$ cat src/rtl/motor_drive_ramp.sv
// Multi-channel H-bridge motor driver with a shared PWM timebase.
// Each channel ramps its applied duty toward the commanded target by at most
// RAMP_STEP per PWM period. Reversals pass through a coast dead-time, and
// active braking shorts the bridge (IN1=IN2=1). Every output is registered and
// is derived from next-state values, so the outputs line up with the counter.
module motor_drive_ramp #(
   parameter int CLK_HZ       = 100_000_000,
   parameter int PWM_HZ       = 25_000,
   parameter int DUTY_W       = 10,
   parameter int NCH          = 2,
   parameter int RAMP_STEP    = 8,
   parameter int DEAD_PERIODS = 4
) (
   input  logic                  clk,
   input  logic                  rst,
   input  logic                  en,
   input  logic [NCH-1:0]        dir,
   input  logic [NCH-1:0]        brake,
   input  logic [NCH*DUTY_W-1:0] speed,
   output logic [2*NCH-1:0]      in,
   output logic [NCH-1:0]        pwm,
   output logic [NCH-1:0]        at_speed,
   output logic                  period_tick
);

   localparam int CNT_MAX = CLK_HZ / PWM_HZ;
   localparam int CW      = $clog2(CNT_MAX);
   localparam int PW      = CW + DUTY_W;
   localparam int DW      = (DEAD_PERIODS > 1) ? $clog2(DEAD_PERIODS) : 1;

   localparam logic [CW-1:0]     CNT_LAST  = CW'(CNT_MAX - 1);
   localparam logic [PW-1:0]     CNT_MAX_P = PW'(CNT_MAX);
   localparam logic [DUTY_W-1:0] STEP      = DUTY_W'(RAMP_STEP);
   localparam logic [DW-1:0]     DEAD_LAST = DW'(DEAD_PERIODS - 1);

   typedef enum logic [1:0] {
      IDLE  = 2'd0,
      RUN   = 2'd1,
      DEAD  = 2'd2,
      BRAKE = 2'd3
   } state_t;

   // Duty target for a channel: zero while coasting, disabled, braking, or
   // while a running channel is being asked to reverse.
   function automatic logic [DUTY_W-1:0] target_of(
      input state_t            st,
      input logic              adir,
      input logic              d,
      input logic              b,
      input logic              e,
      input logic [DUTY_W-1:0] sp
   );
      logic [DUTY_W-1:0] t;
      if ((st == DEAD) || !e || b) begin
         t = '0;
      end else if ((st == RUN) && (d != adir)) begin
         t = '0;
      end else begin
         t = sp;
      end
      return t;
   endfunction

   // One slew-limited step of cur toward tgt; never overshoots, so it can
   // neither wrap below zero nor above full scale.
   function automatic logic [DUTY_W-1:0] ramp_of(
      input logic [DUTY_W-1:0] cur,
      input logic [DUTY_W-1:0] tgt
   );
      logic [DUTY_W-1:0] r;
      if (cur < tgt) begin
         r = ((tgt - cur) > STEP) ? (cur + STEP) : tgt;
      end else if (cur > tgt) begin
         r = ((cur - tgt) > STEP) ? (cur - STEP) : tgt;
      end else begin
         r = cur;
      end
      return r;
   endfunction

   logic [CW-1:0] cnt_r;
   logic [CW-1:0] cnt_s;
   logic          tick_r;

   // Next value of the shared period counter (wraps at CNT_MAX-1).
   always_comb begin
      if (cnt_r == CNT_LAST) begin
         cnt_s = '0;
      end else begin
         cnt_s = cnt_r + CW'(1);
      end
   end

   // Shared timebase; tick is high while the counter sits on its last value.
   always_ff @(posedge clk or posedge rst) begin
      if (rst) begin
         cnt_r  <= '0;
         tick_r <= 1'b0;
      end else begin
         cnt_r  <= cnt_s;
         tick_r <= (cnt_s == CNT_LAST);
      end
   end

   assign period_tick = tick_r;

   for (genvar g = 0; g < NCH; g++) begin : g_ch
      state_t            state_r, state_s;
      logic [DUTY_W-1:0] cur_r, cur_s;
      logic [CW-1:0]     thr_r, thr_s;
      logic [DW-1:0]     dead_r, dead_s;
      logic              adir_r, adir_s;
      logic [1:0]        in_r, in_s;
      logic              pwm_r, pwm_s;
      logic              at_r, at_s;
      logic [DUTY_W-1:0] spd_s, tgt_s, ramp_s, at_tgt_s;
      logic [PW-1:0]     prod_s;
      logic [CW-1:0]     ramp_thr_s;

      assign spd_s = speed[g*DUTY_W +: DUTY_W];

      // Next-state, ramp and output decode for this channel.
      always_comb begin
         state_s  = state_r;
         cur_s    = cur_r;
         thr_s    = thr_r;
         dead_s   = dead_r;
         adir_s   = adir_r;
         tgt_s    = target_of(state_r, adir_r, dir[g], brake[g], en, spd_s);
         ramp_s   = ramp_of(cur_r, tgt_s);
         prod_s   = CNT_MAX_P * PW'(ramp_s);
         ramp_thr_s = prod_s[PW-1:DUTY_W];

         if (brake[g]) begin
            // Brake entry does not wait for the period boundary.
            state_s = BRAKE;
            cur_s   = '0;
            thr_s   = '0;
            dead_s  = '0;
         end else if (tick_r) begin
            case (state_r)
               IDLE: begin
                  cur_s = ramp_s;
                  thr_s = ramp_thr_s;
                  if (tgt_s != '0) begin
                     state_s = RUN;
                     adir_s  = dir[g];
                  end else begin
                     state_s = IDLE;
                  end
               end
               RUN: begin
                  cur_s = ramp_s;
                  thr_s = ramp_thr_s;
                  if ((ramp_s == '0) && (tgt_s == '0)) begin
                     if (dir[g] == adir_r) begin
                        state_s = IDLE;
                     end else begin
                        state_s = DEAD;
                        dead_s  = '0;
                     end
                  end else begin
                     state_s = RUN;
                  end
               end
               DEAD: begin
                  cur_s = '0;
                  thr_s = '0;
                  if (dead_r == DEAD_LAST) begin
                     state_s = IDLE;
                     dead_s  = '0;
                  end else begin
                     dead_s  = dead_r + DW'(1);
                  end
               end
               BRAKE: begin
                  state_s = DEAD;
                  dead_s  = '0;
                  cur_s   = '0;
                  thr_s   = '0;
               end
               default: begin
                  state_s = IDLE;
                  cur_s   = '0;
                  thr_s   = '0;
                  dead_s  = '0;
               end
            endcase
         end else begin
            state_s = state_r;
         end

         at_tgt_s = target_of(state_s, adir_s, dir[g], brake[g], en, spd_s);
         at_s     = (state_s == RUN) && (cur_s == at_tgt_s);

         case (state_s)
            IDLE: begin
               in_s  = 2'b00;
               pwm_s = 1'b0;
            end
            RUN: begin
               in_s  = adir_s ? 2'b10 : 2'b01;
               pwm_s = (cnt_s < thr_s);
            end
            DEAD: begin
               in_s  = 2'b00;
               pwm_s = 1'b0;
            end
            BRAKE: begin
               in_s  = 2'b11;
               pwm_s = 1'b1;
            end
            default: begin
               in_s  = 2'b00;
               pwm_s = 1'b0;
            end
         endcase
      end

      // Channel state and registered bridge outputs.
      always_ff @(posedge clk or posedge rst) begin
         if (rst) begin
            state_r <= IDLE;
            cur_r   <= '0;
            thr_r   <= '0;
            dead_r  <= '0;
            adir_r  <= 1'b1;
            in_r    <= 2'b00;
            pwm_r   <= 1'b0;
            at_r    <= 1'b0;
         end else begin
            state_r <= state_s;
            cur_r   <= cur_s;
            thr_r   <= thr_s;
            dead_r  <= dead_s;
            adir_r  <= adir_s;
            in_r    <= in_s;
            pwm_r   <= pwm_s;
            at_r    <= at_s;
         end
      end

      assign in[2*g +: 2] = in_r;
      assign pwm[g]       = pwm_r;
      assign at_speed[g]  = at_r;
   end

endmodule

$ cat config.mk
export PLATFORM = sky130hd
export DESIGN_NAME = motor_drive_ramp
export DESIGN_NICKNAME = d
export VERILOG_FILES = /design/src/rtl/motor_drive_ramp.sv
export SDC_FILE = /design/constraint.sdc
export NUM_CORES = 1
export LEC_CHECK = 0
export CORE_ASPECT_RATIO = 1.1
export CORE_MARGIN = 2
export CORE_UTILIZATION = 25
export CTS_CLUSTER_SIZE = 40
export DETAILED_ROUTE_END_ITERATION = 10
export PLACE_DENSITY = 0.49
export RECOVER_POWER = 25
export SLEW_MARGIN = 15
export SYNTH_ARGS = -nofsm -noshare
export SYNTH_HDL_FRONTEND = slang
export SYNTH_SLANG_ARGS = --single-unit
$ cat constraint.sdc
create_clock -name clk -period 11.86 [get_ports clk]
set_clock_uncertainty 0.15 [all_clocks]
set_input_delay 2.965 -clock clk [delete_from_list [all_inputs] [get_ports clk]]
set_output_delay 2.965 -clock clk [all_outputs]
set_load 0.02 [all_outputs]
Word-level counts from Yosys, hierarchy flattened
Index checks and enable logic that the tools add are counted.

Add/subtract/negate cells: 11. Reductions and logical operators: 39. Multiply operators: 2. $lt $le $gt $ge: 10. Mux-type cells: 69. Equal/unequal tests: 28.

Operators with widths (count): $mux 10 (20); $mux 12 (5); $pmux 12 s2 (2); $mux 2 (22); $gt 10x4->1 const B (4); $logic_not 10->1 (4); $pmux 10 s2 (2); $sub 10x10->10 (4); $mul 7x10->17 const A (2); $eq 12x12->1 const B (2); $lt 12x12->1 (2); $pmux 2 s3 (4); $add 10x4->10 const B (2); $eq 10x10->1 (2); $eq 2x2->1 const B (10); $gt 10x10->1 (2); $lt 10x10->1 (2); $reduce_bool 10->1 (2); $sub 10x4->10 const B (2); $pmux 2 s4 (2); $add 12x1->12 const B (1); $reduce_or 2->1 (6); $mux 1 (10); $eq 2x1->1 const B (4); 13 further kinds (41).

Word-level logic and storage cells: 177. Bits of input ports: 27. Register bits after elaboration: 75.

Longest topological paths before layout
Gate-level depths: netlist of the first run.

Word-level depth: 21. Mapped depth: 47.

Worst setup path after synthesis of the first run
No wires, ideal clock.

Kind: input port to flip-flop. Start point: input port dir[1]. End point: register g_ch[1].pwm_r. Data arrival time: 11.205 ns. Library setup time: 0.065 ns. Setup slack: 0.441 ns. Buffers on the path: 2. Stages on the path: 41. Cell sequence: xor2_1 > a211oi_1 > clkbuf_1 > nand2_1 > inv_1 > ha_1 > buf_6 > and3_4 > a21boi_4 > or4_1 > a21boi_1 > nand4_1 > nor3_2 > a211oi_1 > o31ai_1 > inv_1 > ha_1 > fa_1 > [... 5 more ...] > o21a_1 > o21a_1 > and3_1 > o211ai_1 > nand2_1 > a21oi_1 > xnor2_1 > a22oi_1 > ha_1 > nor2b_1 > o21ai_0 > nand2b_1 > a21oi_1 > nor2b_1 > o21ai_0 > nand2b_1 > a211oi_1 > o21a_1.

Word-level cells in the longest chain between the ends: 18. Elaborated cells between the ends (all ways): 36. Those cells by class: add/sub (2); mul (1); order compare (5); eq/ne (5); mux (16); reduce/logical (7).

Ends and longest elaborated chain: start: declaration (RTL line 17) `input logic [NCH-1:0] dir,`; parallel branches: the longest is 17 deep, another holds $mul 7x10->17; $pmux 1 s3 (*) (RTL line 196) `case (state_s)`; via g_ch[1].pwm_s (RTL line 114) `logic pwm_r, pwm_s;`; end signal: assignment (RTL line 238) `pwm_r <= pwm_s;`; end: declaration (RTL line 114).

Mark *: on every way through the listed nets, which the timed path passes. A chain may end at the register's enable or synchronous reset.

Worst setup path after layout of the first run
Start point: input port dir[0]. End point: register g_ch[0].pwm_r.

Word-level cells in the longest chain between the ends: 18. Elaborated cells between the ends (all ways): 36. Those cells by class: add/sub (2); mul (1); order compare (5); eq/ne (5); mux (16); reduce/logical (7).

Ends and longest elaborated chain (RTL line): parallel branches: the longest is 17 deep, another holds $mul 7x10->17; $pmux 1 s3 (*) (196); via g_ch[0].pwm_s (114); end signal: assignment (238); end: declaration (114).

Marked as above.

==> results.yml, run 1 <==
run_status:
  status: "complete, but fails checks"
  violations: "capacitance limit, slew limit"
route:
  via_per_inst: 5.03
  first_pass_iters: 5
  drc_errors: 0
  totalWireLength_um: 36400
  antenna_left: 0
  wl_per_cell_um: 16.4
  vias: 11163
  drt_iter0_markers: 644
cells_and_area:
  drive_gt1_share_pct: 21.3
  final_cell_count_no_fill: 2219
  final_nets: 1871
  area.growth.synth_to_final_pct: 28.2
  n_antenna_cell: 0
sta:
  worstMarginPinSlew_ns: 3.88
  finalHoldViolations: 0
  clock.fmax_ghz: 0.0866
  setup_violations: 0
  hold_ws_ns: 0.327
  slew_viol_final: 71
  period_minus_slack_ns: 11.54
  relSlewSlack_pct: -159
  post-route-period-util_pct: 97.3
floorplan:
  ios: 36
  die_x_um: 209
  dieArea_mm2: 0.0480
  row_count: 82
  coreArea_mm2: 0.0457
  fp.dieH_um: 230
  initial_core_util_pct: 25.3
pwr:
  power.leakage_nw: 7.00
  max-vdd-ir-drop_mv: 0.110
  powerDensity_mw_per_mm2: 126
clock_tree:
  htreeDepth: 3
  cts_tree: "yes"
  cts_buffers: 9
  clockBufferDepth: 2
  cts.sinks: 75
  root_buffer: "clkbuf_16"
  clk_latency_ns: 0.35
  cts_hold_buffers: 0
  clkTransAtPathRegs_ns: 0.06
setup_path:
  path_max_fanout: 8
  arrival_ns: 11.62
  endpoint_kind: "register"
  crit_path_frequent_cell: "buf_4"
  start_kind: "input port"
  crit_required_ns: 11.94
  worstRegToRegCells: 36
  max_stage_delay_ns: 0.56
  crit_path_top_delay_cell: "fa_1"
  path_class: "input port to register"
grt:
  grt_pass1_vias: 11114
  grt_antenna_before_repair: 0
  grt_max_degree: 71
  grt_pass1_wl_um: 58400
  track_usage_pct: 15.1
  grt_overflow_total: 0
placed_design:
  dp_cells: 2189
  dp_hpwl_um: 29900
  port_buffers: 35
  routabilityCongestion: 0.935
worst_hold_path:
  min_path_cells: 2
  hold_class: "register to register"
synth:
  ys.flop_type: "dfrtp_1"
  ys_seq_area_share_pct: 16.2
  synth_edf_count: 0
  synth_seq_cells: 75
  synth-async-reset-ratio_pct: 100
  synth.avg_cell_area_um2: 8.30
  synth_warnings: 0
  synth_area_mm2: 0.0116
  synth_cell_types: 100
  syn-instance-count: 1395
  synth_nets: 1640
flow_run:
  drv_cap: 1
==> cells by family after synthesis <==
family	share of synthesized area, %
AO/OA/AOI/OAI	22.3
XOR/XNOR	4.17
adder cells (fa/ha/maj)	27.5
buffers and inverters	7.69
flip-flops	16.2
multiplexers	1.88
AND/OR/NAND/NOR	20.2
==> layout make-up <==
cell class,instances,area (um^2)
sequential,75,1880
tap,588,736
multi-input combinational,1101,9130
clock buffer,12,246
inverter,167,628
clock inverter,4,73.8
timing repair buffer,272,2140
fill,4816,30800
==> layout by cell type (no fill, tap or decap), types with 32 or more instances in the layout <==
master and instances:
inv_1 164, buf_4 235, ha_1 151, nand2_1 109, fa_1 59, o21ai_0 52
a21oi_1 63, dfrtp_1 73, clkdlybuf4s50_1 32, nand3_1 42, nor2_1 91
==> synth_stat cells (27+ instances only) <==
cell / count / area (um^2)
inv_1: 166 / 623
ha_1: 158 / 1980
nand2_1: 111 / 417
nor2_1: 94 / 353
a21oi_1: 74 / 370
dfrtp_1: 73 / 1830
fa_1: 60 / 1200
o21ai_0: 56 / 280
nand3_1: 42 / 210
xnor2_1: 32 / 280
clkbuf_1: 28 / 105
o21a_1: 27 / 203
==> metrics by stage <==
stage	power, mW	utilization [%]	TNS (ns)	setup slack (ns)	instance area [um^2]
finish	1.87	32.5	0	0.318	14800
global route	2.06	32.5	-0.0743	-0.0402	14800
CTS	1.84	31.6	0	0.00747	14400
detailed placement	1.52	30.9	-0.417	-0.355	14100
global placement	1.52	30.9	-0.221	-0.221	14100
floorplan	1.10	-	0	0.441	11600
==> flip-flops by register name, summed over array words and instances (netlist names) <==
register and count:
cnt_r 12, period_tick 1, g_ch.state_r 4, g_ch.cur_r 20
g_ch.thr_r 24, g_ch.pwm_r 2, g_ch.in_r 4, g_ch.at_r 2
g_ch.dead_r 4, g_ch.adir_r 2
==> power breakdown <==
part	leakage, nW	internal [mW]	switching [mW]
registers	0.974	0.256	0.000133
clock network	0.157	0.190	0.113
logic	5.87	0.626	0.681
total	7.00	1.07	0.794
==> path summary, 6_finish.rpt <==
path	start	to	slack, ns
min reg2reg	g_ch[0].thr_r[11]	g_ch[0].thr_r[11]	0.33
max in group asynchronous	rst	g_ch[0].at_r	4.71
max	dir[0]	g_ch[0].pwm_r	0.32
min in group asynchronous	rst	g_ch[0].cur_r[1]	2.87
min	g_ch[0].thr_r[11]	g_ch[0].thr_r[11]	0.33
max reg2reg	g_ch[0].state_r[1]	g_ch[0].pwm_r	2.52
==> timing repair <==
item                                    in CTS  in global routing
setup buffers                                0                 12
endpoints found under the setup margin       0                  2
gates resized for setup                      0                 74
==> routing by layer <==
| metal | vias to the layer above | track usage (%) | wire length [um] |
|---|---|---|---|
| met3 | 43 | 1.09 | 1050 |
| met4 | 0 | 4.91 | 908 |
| met2 | 240 | 26.9 | 18300 |
| met5 | - | 0 | 0 |
| li1 | 5448 | - | - |
| met1 | 5432 | 19.3 | 16200 |
==> critical path, delay by kind of cell <==
kind                     cells  cell delay, ns
AO/OA/AOI/OAI               12            3.14
AND/OR/NAND/NOR              6            1.18
buffers and inverters       10            1.31
multiplexers                 1            0.15
XOR/XNOR                     1            0.19
adder cells (fa/ha/maj)      7            2.65
Note: power is estimated with default switching activity, not from simulation.
==> run 2: changes to the inputs <==
--- a/config.mk
+++ b/config.mk
@@ -8,6 +8,7 @@
 export CORE_ASPECT_RATIO = 1.1
 export CORE_MARGIN = 2
 export CORE_UTILIZATION = 25
+export CTS_CLUSTER_DIAMETER = 30
 export CTS_CLUSTER_SIZE = 40
 export DETAILED_ROUTE_END_ITERATION = 10
 export PLACE_DENSITY = 0.49
==> results of run 2 <==
Final layout, timing and power as in run 1 (identical DEF).
